## src/rtl/uart_tx_if.sv

```systemverilog
// Byte-producer to UART transmitter handshake: request/data in, line and busy out.
interface uart_tx_if;
  logic       tx_start;
  logic [7:0] tx_data;
  logic       tx;
  logic       tx_busy;

  modport master (
    output tx_start,
    output tx_data,
    input  tx,
    input  tx_busy
  );

  modport slave (
    input  tx_start,
    input  tx_data,
    output tx,
    output tx_busy
  );
endinterface

```

## src/rtl/uart_tx.sv

```systemverilog
// 8N1 serial transmitter: start bit, 8 data bits LSB first, one stop bit.
// Line and busy are driven straight from flops so the pin never glitches.
module uart_tx #(
  parameter int unsigned CLK_FREQ = 12000000,
  parameter int unsigned BAUD     = 115200
) (
  input  logic      CLK,
  input  logic      RST_N,
  uart_tx_if.slave  bus
);

  localparam int unsigned CLKS_PER_BIT = CLK_FREQ / BAUD;
  localparam int unsigned CNT_W        = $clog2(CLKS_PER_BIT);
  localparam int unsigned BIT_W        = 3;
  localparam int unsigned DATA_W       = 8;

  localparam logic [CNT_W-1:0] BAUD_LAST = CNT_W'(CLKS_PER_BIT - 1);
  localparam logic [BIT_W-1:0] BIT_LAST  = BIT_W'(DATA_W - 1);

  typedef enum logic [1:0] {
    S_IDLE  = 2'd0,
    S_START = 2'd1,
    S_DATA  = 2'd2,
    S_STOP  = 2'd3
  } state_e;

  state_e              state_q, state_d;
  logic [CNT_W-1:0]    baud_q,  baud_d;
  logic [BIT_W-1:0]    bit_q,   bit_d;
  logic [DATA_W-1:0]   shift_q, shift_d;
  logic                tx_q,    tx_d;
  logic                busy_q,  busy_d;
  logic                cell_end_c;

  assign cell_end_c = (baud_q == BAUD_LAST);

  // State and datapath registers; reset aborts any frame in flight.
  always_ff @(posedge CLK) begin
    if (!RST_N) begin
      state_q <= S_IDLE;
      baud_q  <= '0;
      bit_q   <= '0;
      shift_q <= '0;
      tx_q    <= 1'b1;
      busy_q  <= 1'b0;
    end else begin
      state_q <= state_d;
      baud_q  <= baud_d;
      bit_q   <= bit_d;
      shift_q <= shift_d;
      tx_q    <= tx_d;
      busy_q  <= busy_d;
    end
  end

  // Next-state: every non-idle state lasts whole bit cells.
  always_comb begin
    state_d = state_q;
    unique case (state_q)
      S_IDLE:  if (bus.tx_start)                        state_d = S_START;
      S_START: if (cell_end_c)                          state_d = S_DATA;
      S_DATA:  if (cell_end_c && (bit_q == BIT_LAST))   state_d = S_STOP;
      S_STOP:  if (cell_end_c)                          state_d = S_IDLE;
      default:                                          state_d = S_IDLE;
    endcase
  end

  // Outputs are computed one cycle ahead so the line level lands with the state change.
  always_comb begin
    baud_d  = baud_q;
    bit_d   = bit_q;
    shift_d = shift_q;
    tx_d    = tx_q;
    busy_d  = busy_q;

    if (state_q != S_IDLE) begin
      baud_d = cell_end_c ? '0 : baud_q + CNT_W'(1);
    end

    unique case (state_q)
      S_IDLE: begin
        tx_d   = 1'b1;
        busy_d = 1'b0;
        if (bus.tx_start) begin
          shift_d = bus.tx_data;
          baud_d  = '0;
          bit_d   = '0;
          tx_d    = 1'b0;
          busy_d  = 1'b1;
        end
      end
      S_START: begin
        if (cell_end_c) begin
          bit_d = '0;
          tx_d  = shift_q[0];
        end
      end
      S_DATA: begin
        if (cell_end_c) begin
          shift_d = shift_q >> 1;
          if (bit_q == BIT_LAST) begin
            tx_d = 1'b1;
          end else begin
            bit_d = bit_q + BIT_W'(1);
            tx_d  = shift_q[1];
          end
        end
      end
      S_STOP: begin
        if (cell_end_c) begin
          tx_d   = 1'b1;
          busy_d = 1'b0;
        end
      end
      default: begin
        tx_d   = 1'b1;
        busy_d = 1'b0;
      end
    endcase
  end

  assign bus.tx      = tx_q;
  assign bus.tx_busy = busy_q;

endmodule

```

## src/flat_wrapper.sv

```systemverilog
// flat-port wrapper written by rule: the top's interface ports become plain ports
module uart_tx_flat 
#(
  parameter int unsigned CLK_FREQ = 12000000,
  parameter int unsigned BAUD     = 115200
)
  (CLK, RST_N, bus_tx_start, bus_tx_data, bus_tx, bus_tx_busy);
  uart_tx_if bus_i ();
  input  logic CLK;
  input  logic RST_N;
  input wire logic [$bits(bus_i.tx_start)-1:0] bus_tx_start;
  input wire logic [$bits(bus_i.tx_data)-1:0] bus_tx_data;
  output wire logic [$bits(bus_i.tx)-1:0] bus_tx;
  output wire logic [$bits(bus_i.tx_busy)-1:0] bus_tx_busy;
  assign bus_i.tx_start = bus_tx_start;
  assign bus_i.tx_data = bus_tx_data;
  assign bus_tx = bus_i.tx;
  assign bus_tx_busy = bus_i.tx_busy;
  uart_tx #(.CLK_FREQ(CLK_FREQ), .BAUD(BAUD)) u_core (.CLK(CLK), .RST_N(RST_N), .bus(bus_i));
endmodule
```

## config.mk

```make
export PLATFORM = sky130hd
export DESIGN_NAME = uart_tx_flat
export DESIGN_NICKNAME = d
export VERILOG_FILES = /design/src/rtl/uart_tx_if.sv /design/src/rtl/uart_tx.sv /design/src/flat_wrapper.sv
export SDC_FILE = /design/constraint.sdc
export NUM_CORES = 1
export LEC_CHECK = 0
export BUFFER_PORTS_ARGS = -buffer_cell sky130_fd_sc_hd__buf_2
export CORE_MARGIN = 2
export CORE_UTILIZATION = 32
export DETAILED_ROUTE_END_ITERATION = 7
export GPL_ROUTABILITY_DRIVEN = 0
export PLACE_DENSITY = 0.47
export SYNTH_ARGS = -nofsm -noshare
export SYNTH_HDL_FRONTEND = slang
export SYNTH_SLANG_ARGS = --single-unit
```

## constraint.sdc

```tcl
create_clock -name CLK -period 1.7 [get_ports CLK]
set_clock_uncertainty 0.1 [all_clocks]
set_input_delay 0 -clock CLK [delete_from_list [all_inputs] [get_ports CLK]]
set_output_delay 0 -clock CLK [all_outputs]
set_load 0.005 [all_outputs]
```

# [Word-level counts from Yosys, hierarchy flattened]
# Cells that the tools add are included.
[totals] latch_bits=0 elab_cells=56 register_bits=22 n_memories=0 out_inout_bits=2 rom_bits=0 in_bits=11 mem_bits_rw=0
[classes] eq_ne=11 shifts=0 n_div=0 n_mul=0 order_cmp=0 bitwise=0 add_sub_neg=2 muxes=26 n_reduce_logical=11
[op_table] operator="7-bit two-way mux" n=4
[op_table] operator="8-bit two-way mux" n=2
[op_table] operator="8-bit case mux with 2 select lines" n=1
[op_table] operator="3-bit two-way mux" n=4
[op_table] operator="3-bit case mux with 3 select lines" n=1
[op_table] operator="2-bit two-way mux" n=4
[op_table] operator="2-bit by 1-bit inequality test with 1-bit output, second input constant" n=4
[op_table] operator="2-bit case mux with 4 select lines" n=1
[op_table] operator="7-bit by 1-bit adder with 7-bit output, second input constant" n=1
[op_table] operator="7-bit equality test, second input constant" n=1
[op_table] operator="1-bit two-way mux" n=7
[op_table] operator="3-bit AND reduction" n=2
[op_table] operator="2-bit nonzero test" n=3
[op_table] operator="5-bit AND reduction" n=1
[op_table] operator="2-bit equality test, second input constant" n=2
[op_table] operator="2-bit inequality test, second input constant" n=2
[op_table] operator="1-bit case mux with 4 select lines" n=1
[op_table] operator="4-bit AND reduction" n=1
[op_table] operator="3-bit by 1-bit adder with 3-bit output, second input constant" n=1
[op_table] operator="3-bit equality test, second input constant" n=1
[op_table] operator="3-bit nonzero test" n=1
[op_table] operator="2-bit by 1-bit equality test with 1-bit output, second input constant" n=1
[op_table] operator="2-bit logical NOT" n=1
[op_table] operator="1-bit case mux with 2 select lines" n=1
[op_table] operator="2 further kinds" n=2

# [Longest topological paths before layout]
# Gate-level depths: netlist (run 1).
[depth] depth_word=5 depth_mapped=7 ltp_nobuf=6

# [Least setup slack after synthesis (run 1)]
# Ideal clock, no wire load.
[synth_path] kind="flip-flop to flip-flop" start="register u_core.state_q[0]" end="register u_core.shift_q[0]" path_stages_with_launch=8 period_less_slack_ns=1.749 arrival_time_ns=1.535 required_time_ns=1.485 slack_ns=-0.049 n_path_buf=2 cell_sequence="dfxtp_1 -> inv_1 -> ha_1 -> buf_2 -> or2_2 -> buf_2 -> o221a_2 -> o21a_1"
[synth_between] elab_chain_cells=3
[synth_rtl] element="start, declared" line_no="uart_tx.sv:27" text="state_e state_q, state_d;"
[synth_rtl] element="start signal, assigned" line_no="uart_tx.sv:47" text="state_q <= state_d;"
[synth_rtl] element="2-bit equality test / 2-bit logical NOT (equally long branches)" line_no="uart_tx.sv:80" text="unique case (state_q)"
[synth_rtl] element="2-bit by 1-bit inequality test with 1-bit output (no line) (tied with other cells)"
[synth_rtl] element="3-bit AND reduction (no line)"
[synth_rtl] element="end signal, assigned" line_no="uart_tx.sv:50" text="shift_q <= shift_d;"
[synth_rtl] element="end, declared" line_no="uart_tx.sv:30" text="logic [DATA_W-1:0] shift_q, shift_d;"
# Several ways; a longest one is shown, not always the timed one.
# A chain may end at the register's enable or synchronous reset.

# [Worst setup path in the final report (run 1)]
[layout_path] start="register u_core.bit_q[1]" end="register u_core.state_q[1]"
[layout_between] elab_chain_cells=4
[layout_rtl] element="start, declared" line_no="uart_tx.sv:29" text="logic [BIT_W-1:0] bit_q, bit_d;"
[layout_rtl] element="start signal, assigned" line_no="uart_tx.sv:49" text="bit_q <= bit_d;"
[layout_rtl] element="3-bit equality test" line_no="uart_tx.sv:62" text="S_DATA: if (cell_end_c && (bit_q == BIT_LAST)) state_d = S_STOP;"
[layout_rtl] element="1-bit logical AND" line_no="uart_tx.sv:62"
[layout_rtl] element="2-bit by 1-bit inequality test with 1-bit output (no line)"
[layout_rtl] element="4-bit AND reduction (no line)"
# Every way passes these cells.

==> results of run 1 <==
==> critical path, delay by kind of cell (launching register included) <==
| family | cells | cell delay (ns) |
|---|---|---|
| AO/OA/AOI/OAI | 3 | 0.56 |
| adder cells (fa/ha/maj) | 2 | 0.38 |
| flip-flops | 1 | 0.34 |
| AND/OR/NAND/NOR | 1 | 0.22 |
==> repair_timing <==
action,CTS,global route
endpoints found under the setup margin,0,14
resized for setup,0,9
buffers inserted,0,1
hold buffers,1,1
hold endpoints to repair,1,1
==> cell usage after synthesis (2+ instances only) <==
cell	count	area, um2
dfxtp_1	22	440
nand2_1	11	41.3
ha_1	7	87.6
o21a_1	7	52.6
a21oi_1	6	30.0
nand2b_1	6	37.5
nand3_1	6	30.0
nor2_1	6	22.5
o221a_2	6	67.6
buf_2	5	25.0
nor3_1	5	25.0
inv_1	4	15.0
o21ai_0	4	20.0
clkbuf_1	3	11.3
a211oi_1	2	15.0
a2bb2oi_1	2	17.5
buf_6	2	22.5
nand4_1	2	12.5
nor2b_1	2	12.5
o211ai_1	2	15.0
o22a_1	2	17.5
xnor2_1	2	17.5
xor2_1	2	17.5
==> power breakdown <==
group,switching [mW],total (mW),internal (mW)
logic,0.525,1.04,0.511
clock network,0.161,0.367,0.206
registers,0.0871,0.731,0.643
total,0.774,2.13,1.36
==> state kept, by name, summed over array words and instances, names as in the netlist <==
| name | cells |
|---|---|
| u_core.bus.tx_busy | 1 |
| u_core.bit_q | 3 |
| u_core.baud_q | 7 |
| u_core.state_q | 2 |
| u_core.bus.tx | 1 |
| u_core.shift_q | 8 |
==> area by class of cell <==
class	count	area (um2)	area share (%)
inverter	4	15.0	0.940
sequential	22	443	27.7
tap	50	62.6	3.92
clock buffer	4	55.1	3.45
timing repair buffer	32	215	13.5
multi-input combinational	104	807	50.5
==> cells by family after synthesis <==
logic type | after synthesis | share of synthesized area (%)
XOR/XNOR | 4 | 2.70
buffers and inverters | 15 | 6.26
flip-flops | 22 | 33.9
adder cells (fa/ha/maj) | 7 | 6.74
multiplexers | 1 | 0.771
AND/OR/NAND/NOR | 48 | 22.4
AO/OA/AOI/OAI | 44 | 27.2
==> per-layer routing <==
metal	vias up	wire [um]	global-route usage, %
li1	570	-	-
met5	-	0	0
met2	15	1370	25.0
met1	507	1350	17.6
met3	2	127	4.17
met4	0	26	3.06
==> final timing paths <==
path	start	to	slack, ns	depth (start not counted)
worst max-delay path	u_core.bit_q[1]	u_core.state_q[1]	0.04	6
worst min-delay path	bus_tx_data[6]	u_core.shift_q[6]	0.009	3
worst max register to register	u_core.bit_q[1]	u_core.state_q[1]	0.04	6
worst min register to register	u_core.shift_q[3]	u_core.shift_q[3]	0.37	1
==> stage by stage <==
stage	power, mW	instance area [um2]	setup slack, ns	cells
after floorplan	1.40	1310	0.0120	141
after global placement	1.68	1480	0.0187	209
after global routing	2.32	1600	-0.0409	216
after CTS	2.08	1550	0.0132	214
after detailed placement	1.70	1480	0.0283	209
final	2.13	1600	0.0382	216
==> reports/results.env, run 1 <==
PEAKVDDDROP_mV=0.675
POST_SYNTH_NUM_CELL_TYPES=48
POST_SYNTH.CELL_AREA_AVG_UM2=9.21
SYNTH_ENABLE_FLOP_CELLS=0
LAYOUT_COMMON_CELLS='20 x dfxtp_1, 18 x buf_4, 12 x buf_2'
WIRE_LENGTH_OF_THE_FIRST_GLOBAL_ROUTING_PASS_UM=4970
DIE_AREA_UM2=4580
CRIT_ARRIVAL_NS=1.75
FILL_CELLS=415
SYNTH.FF_LATCH_COUNT=22
CLK_ROOT_BUFFER_CELL='clkbuf_8'
YOSYSWARNINGCOUNT=0
COMMONEST_NON_FILL_NON_TAP_CELL_IN_THE_LAYOUT='dfxtp_1'
FINAL-SETUP-VIOL-COUNT=0
PIN_COUNT_OF_THE_BIGGEST_NET_ENTERING_GLOBAL_ROUTING=18
PROPORTION_OF_REGISTER_BITS_WITH_ASYNCHRONOUS_SET_OR_RESET_AFTER_SYNTHESIS_PCT=0
TRACK_USAGE_PCT=14.4
SYN_TO_FINAL_GROWTH_PCT=23.0
DRT_DRC_VIOLATIONS_LEFT=0
MAXCLOCKFREQUENCY_GHz=0.602
WORSTPATHCELLLIST='ha_1 > ha_1 > nand2b_2 > a31o_2 > a21o_1 > a21oi_1'
CLK_TRANSITION_REPORTED_PATHS_NS=0.08
SYN-INSTANCE-COUNT=141
GLOBALROUTEOVERFLOWTOTAL=0
INSERTEDDIODECOUNT=0
CRITICAL_PATH_MAXIMUM_FANOUT=3
SETUP_REPAIR_AFTER_GLOBAL_ROUTING_MISSED_ITS_MARGIN='yes'
DETAILROUTE.VIA_COUNT=1094
TIMING.MAX_CAP.VIOLATIONS=0
POWER.STATIC_LEAKAGE_nW=0.624
CTSHTREEMAXLEVEL=1
CP_SLOWEST_CELL='dfxtp_1'
HOLD_PATH_CLASS='input pin to register'
DRT-TOTAL-WL_UM=2880
NUMBER_OF_BUFFERS_CREATED_BY_CTS=3
WHS_NS=0.00852
FINALCRITICALPERIOD_NS=1.66
P_PER_AREA_nW_PER_UM2=1340
FINALSETUPTNS_NS=0
CELL_ROWS=23
FINALCOREUTILIZATION_PCT=40.5
POSTROUTEANTENNANETS=0
FINALHOLDVIOLATIONS=0
TIMING.CRITICAL_PATH.SLOWEST_CELL_DELAY_NS=0.34
CTS_TREE='done'
CPMOSTUSEDCELL='ha_1'
CORE_AREA_UM2=3940
RESULT_OF_THE_RUN='completed'
AVERAGE_WIRE_PER_CELL_IN_THE_ROUTED_DESIGN_UM=13.3
TYPE_OF_DESTINATION_OF_THE_CRITICAL_PATH='register'
GRT_PASS1_VIAS=1068
DETAIL_ROUTE.VIAS_PER_CELL=5.06
DRT_FIRST_ITER_VIOLATIONS=52
CHIPWIDTH_UM=67.7
DETAILED_PLACE_HPWL_UM=2130
FINALNETCOUNT=185
FINAL_LAYOUT_SIZE_SUFFIX_GT1_SHARE_PCT=34.9
CLOCK_LATENCY_NS=0.26
TIMING.FINAL.CRIT_SHARE_PCT=97.8
INITIAL_UTILIZATION_PCT=32.9
TIMING.MAX_SLEW.REL_SLACK_PCT=72.9
SYN-NUM-NETS=159
CLK_PATH_BUF_DEPTH=2
FINAL_MAX_SLEW_VIOL_COUNT=0
WORST_PIN_SLEW_NS=0.406
CLOCK-SINKS=22
BOUNDARYPINS=13
POSTSYNTH.TOPFLOPCELL='dfxtp_1'
DRT-PASS1-ITER-COUNT=4
CP.REQUIRED_NS=1.79
TIMING.SETUP.CRITICAL_PATH_CLASS='register to register'
CELL_AREA_AFTER_SYNTHESIS_UM2=1300
SYNTH-SEQ-AREA-SHARE_PCT=33.9
CHIPHEIGHT_UM=67.7
STARTPOINT_TYPE='register'
PORTBUFFERS=12
ANTENNA_VIOLATIONS_BEFORE_REPAIR=0
(Power assumes the default switching activity.)
==> run 2: changes to the inputs <==
CORE_UTILIZATION = 52   (was 32)
PLACE_DENSITY = 0.71   (was 0.47)
==> run 2 against run 1 <==
Effect of this change:
- global-route usage is 7.4 points higher
- wire length is 2.0% higher
- combinational power is 5% higher
- critical path depth stayed put
- via count grew 6.0%
- die area down 36%
- fmax is 1.2% higher
- sequential cell count is the same
- sequential power grew 1%
- cell count fell by 7.4%
- clock-buffer cell count fell by 1
==> reports/results.env, run 2 (synthesis gave the netlist of run 1 again) <==
POWER.STATIC_LEAKAGE_nW=0.628
FINALCRITICALPERIOD_NS=1.64
ANTENNA_VIOLATIONS_BEFORE_REPAIR=0
DRT-TOTAL-WL_UM=2940
DRT_DRC_VIOLATIONS_LEFT=0
WIRE_LENGTH_OF_THE_FIRST_GLOBAL_ROUTING_PASS_UM=4620
SYN_TO_FINAL_GROWTH_PCT=25.0
GRT_PASS1_VIAS=1113
USE_MET1_PCT=25.5
CTSHTREEMAXLEVEL=1
INSERTEDDIODECOUNT=0
DETAILED_PLACE_HPWL_UM=2020
REGISTER_WITH_THE_MOST_FLIP_FLOPS='u_core.shift_q'
FINAL-SETUP-VIOL-COUNT=0
TYPE_OF_DESTINATION_OF_THE_CRITICAL_PATH='register'
GLOBALROUTEMET2UTIL_PCT=38.2
P_PER_AREA_nW_PER_UM2=1280
NUMBER_OF_BUFFERS_CREATED_BY_CTS=3
FINAL_MAX_SLEW_VIOL_COUNT=0
FINAL_CELL_COUNT_NO_FILL=200
CHIPHEIGHT_UM=54.0
INITIAL_UTILIZATION_PCT=53.9
FLIP_FLOP_COUNT_OF_THE_LARGEST_REGISTER_ALL_COPIES_AND_WORDS_ADDED=8
CLK_PATH_BUF_DEPTH=2
CLOCK_LATENCY_NS=0.31
MAXCLOCKFREQUENCY_GHz=0.609
TIMING.SETUP.CRITICAL_PATH_CLASS='register to register'
FINALCOREUTILIZATION_PCT=67.4
WORST_HOLD_STARTPOINT='bus_tx_data[7]'
PIN_COUNT_OF_THE_BIGGEST_NET_ENTERING_GLOBAL_ROUTING=18
CRITICAL_PATH_MAXIMUM_FANOUT=3
FINALSETUPTNS_NS=0
POSTROUTEANTENNANETS=0
PEAKVDDDROP_mV=0.763
REG.LARGEST.LIST='u_core.shift_q (8), u_core.baud_q (7), u_core.bit_q (3)'
CLK_ROOT_BUFFER_CELL='clkbuf_4'
DETAIL_ROUTE.VIAS_PER_CELL=5.80
DETAILROUTE.VIA_COUNT=1160
WORSTSETUPSTARTPOINT='u_core.bit_q[0]'
RESULT_OF_THE_RUN='completed'
DRT-PASS1-ITER-COUNT=4
TIMING.MAX_CAP.VIOLATIONS=0
DIE_AREA_UM2=2910
CELL_ROWS=18
POST_CTS_SETUP_DRIVEN_BUFFER_INSERTION_COUNT=0
CP.REQUIRED_NS=1.85
GLOBALROUTEOVERFLOWTOTAL=0
FINAL_LAYOUT_SIZE_SUFFIX_GT1_SHARE_PCT=34.7
GRT_USE_MET3_PCT=3.89
CLOCK-SINKS=22
AVERAGE_WIRE_PER_CELL_IN_THE_ROUTED_DESIGN_UM=14.7
FINALNETCOUNT=190
DRT_FIRST_ITER_VIOLATIONS=47
STARTPOINT_TYPE='register'
WORST_PIN_SLEW_NS=0.391
FILL_CELLS=192
COMMONEST_NON_FILL_NON_TAP_CELL_IN_THE_LAYOUT='dfxtp_1'
LAYOUT_COMMON_CELLS='19 x dfxtp_1, 16 x buf_4, 12 x buf_2'
CRIT_ARRIVAL_NS=1.79
HOLD_PATH_CLASS='input pin to register'
PLACEDINSTANCEAREA_UM2=1450
TIMING.FINAL.CRIT_SHARE_PCT=96.6
FINAL_CELL_AREA_UM2=1620
TIMING.MAX_SLEW.REL_SLACK_PCT=73.9
R2R-START='u_core.bit_q[0]'
GRT-BUSIEST-LAYER='met2'
DP.CELLS=188
BOUNDARYPINS=13
CHIPWIDTH_UM=54.0
CTS_TREE='done'
TRACK_USAGE_PCT=21.8
SETUP_REPAIR_AFTER_GLOBAL_ROUTING_MISSED_ITS_MARGIN='no'
CORE_AREA_UM2=2410
PORTBUFFERS=12
CLK_TRANSITION_REPORTED_PATHS_NS=0.13
FINALHOLDVIOLATIONS=0
==> run 2: worst paths after layout <==
path	to	slack, ns	cells after the start
min	u_core.shift_q[7]	0.09	5
max reg2reg	u_core.state_q[1]	0.06	6
min reg2reg	u_core.shift_q[6]	0.39	1
max	u_core.state_q[1]	0.06	6
==> run 2: routing by layer <==
layer / share of wire [%] / vias up
met1: 47 / 554
met3: 3.2 / 4
li1: - / 580
met5: 0 / -
met2: 49 / 22
met4: 0.99 / 0
==> run 2: critical path, stage by stage, from the launching register on <==
cell	delay [ns]
dfxtp_1	0.35
ha_1	0.20
ha_1	0.21
nand2b_4	0.17
a31o_2	0.26
a21o_1	0.17
a21oi_1	0.13
==> run 2: timing repair <==
item,4_1_cts,5_1_grt
gates resized for setup,1,16
hold endpoints to repair,12,0
pin swaps,0,2
setup endpoints to repair,7,14
hold buffers,9,0
==> run 2: per-stage QoR <==
step / power (mW) / hold WS (ns) / worst slack [ns]
CTS: 1.97 / 0.0486 / 0.00632
global route: 2.23 / 0.127 / 0.00315
detailed placement: 1.70 / 0.257 / -0.0363
global placement: 1.67 / 0.241 / 0.0516
floorplan: 1.40 / 0.178 / 0.0120
finish: 2.08 / 0.0892 / 0.0576
==> run 2: final cells by class <==
| cell class | instances | area, um2 | share of cell area (%) |
|---|---|---|---|
| Tap cell | 30 | 37.5 | 2.31 |
| Inverter | 4 | 15.0 | 0.924 |
| Sequential cell | 22 | 447 | 27.5 |
| Multi-Input combinational cell | 104 | 832 | 51.2 |
| Clock buffer | 3 | 22.5 | 1.39 |
| Timing Repair Buffer | 37 | 270 | 16.6 |
==> run 2: report_power, final <==
part           leakage (nW)  internal (mW)  switching (mW)  total (mW)
logic                 0.433          0.550           0.540        1.09
clock network        0.0138         0.0830           0.166       0.249
registers             0.182          0.649          0.0920       0.741
total                 0.628           1.28           0.798        2.08
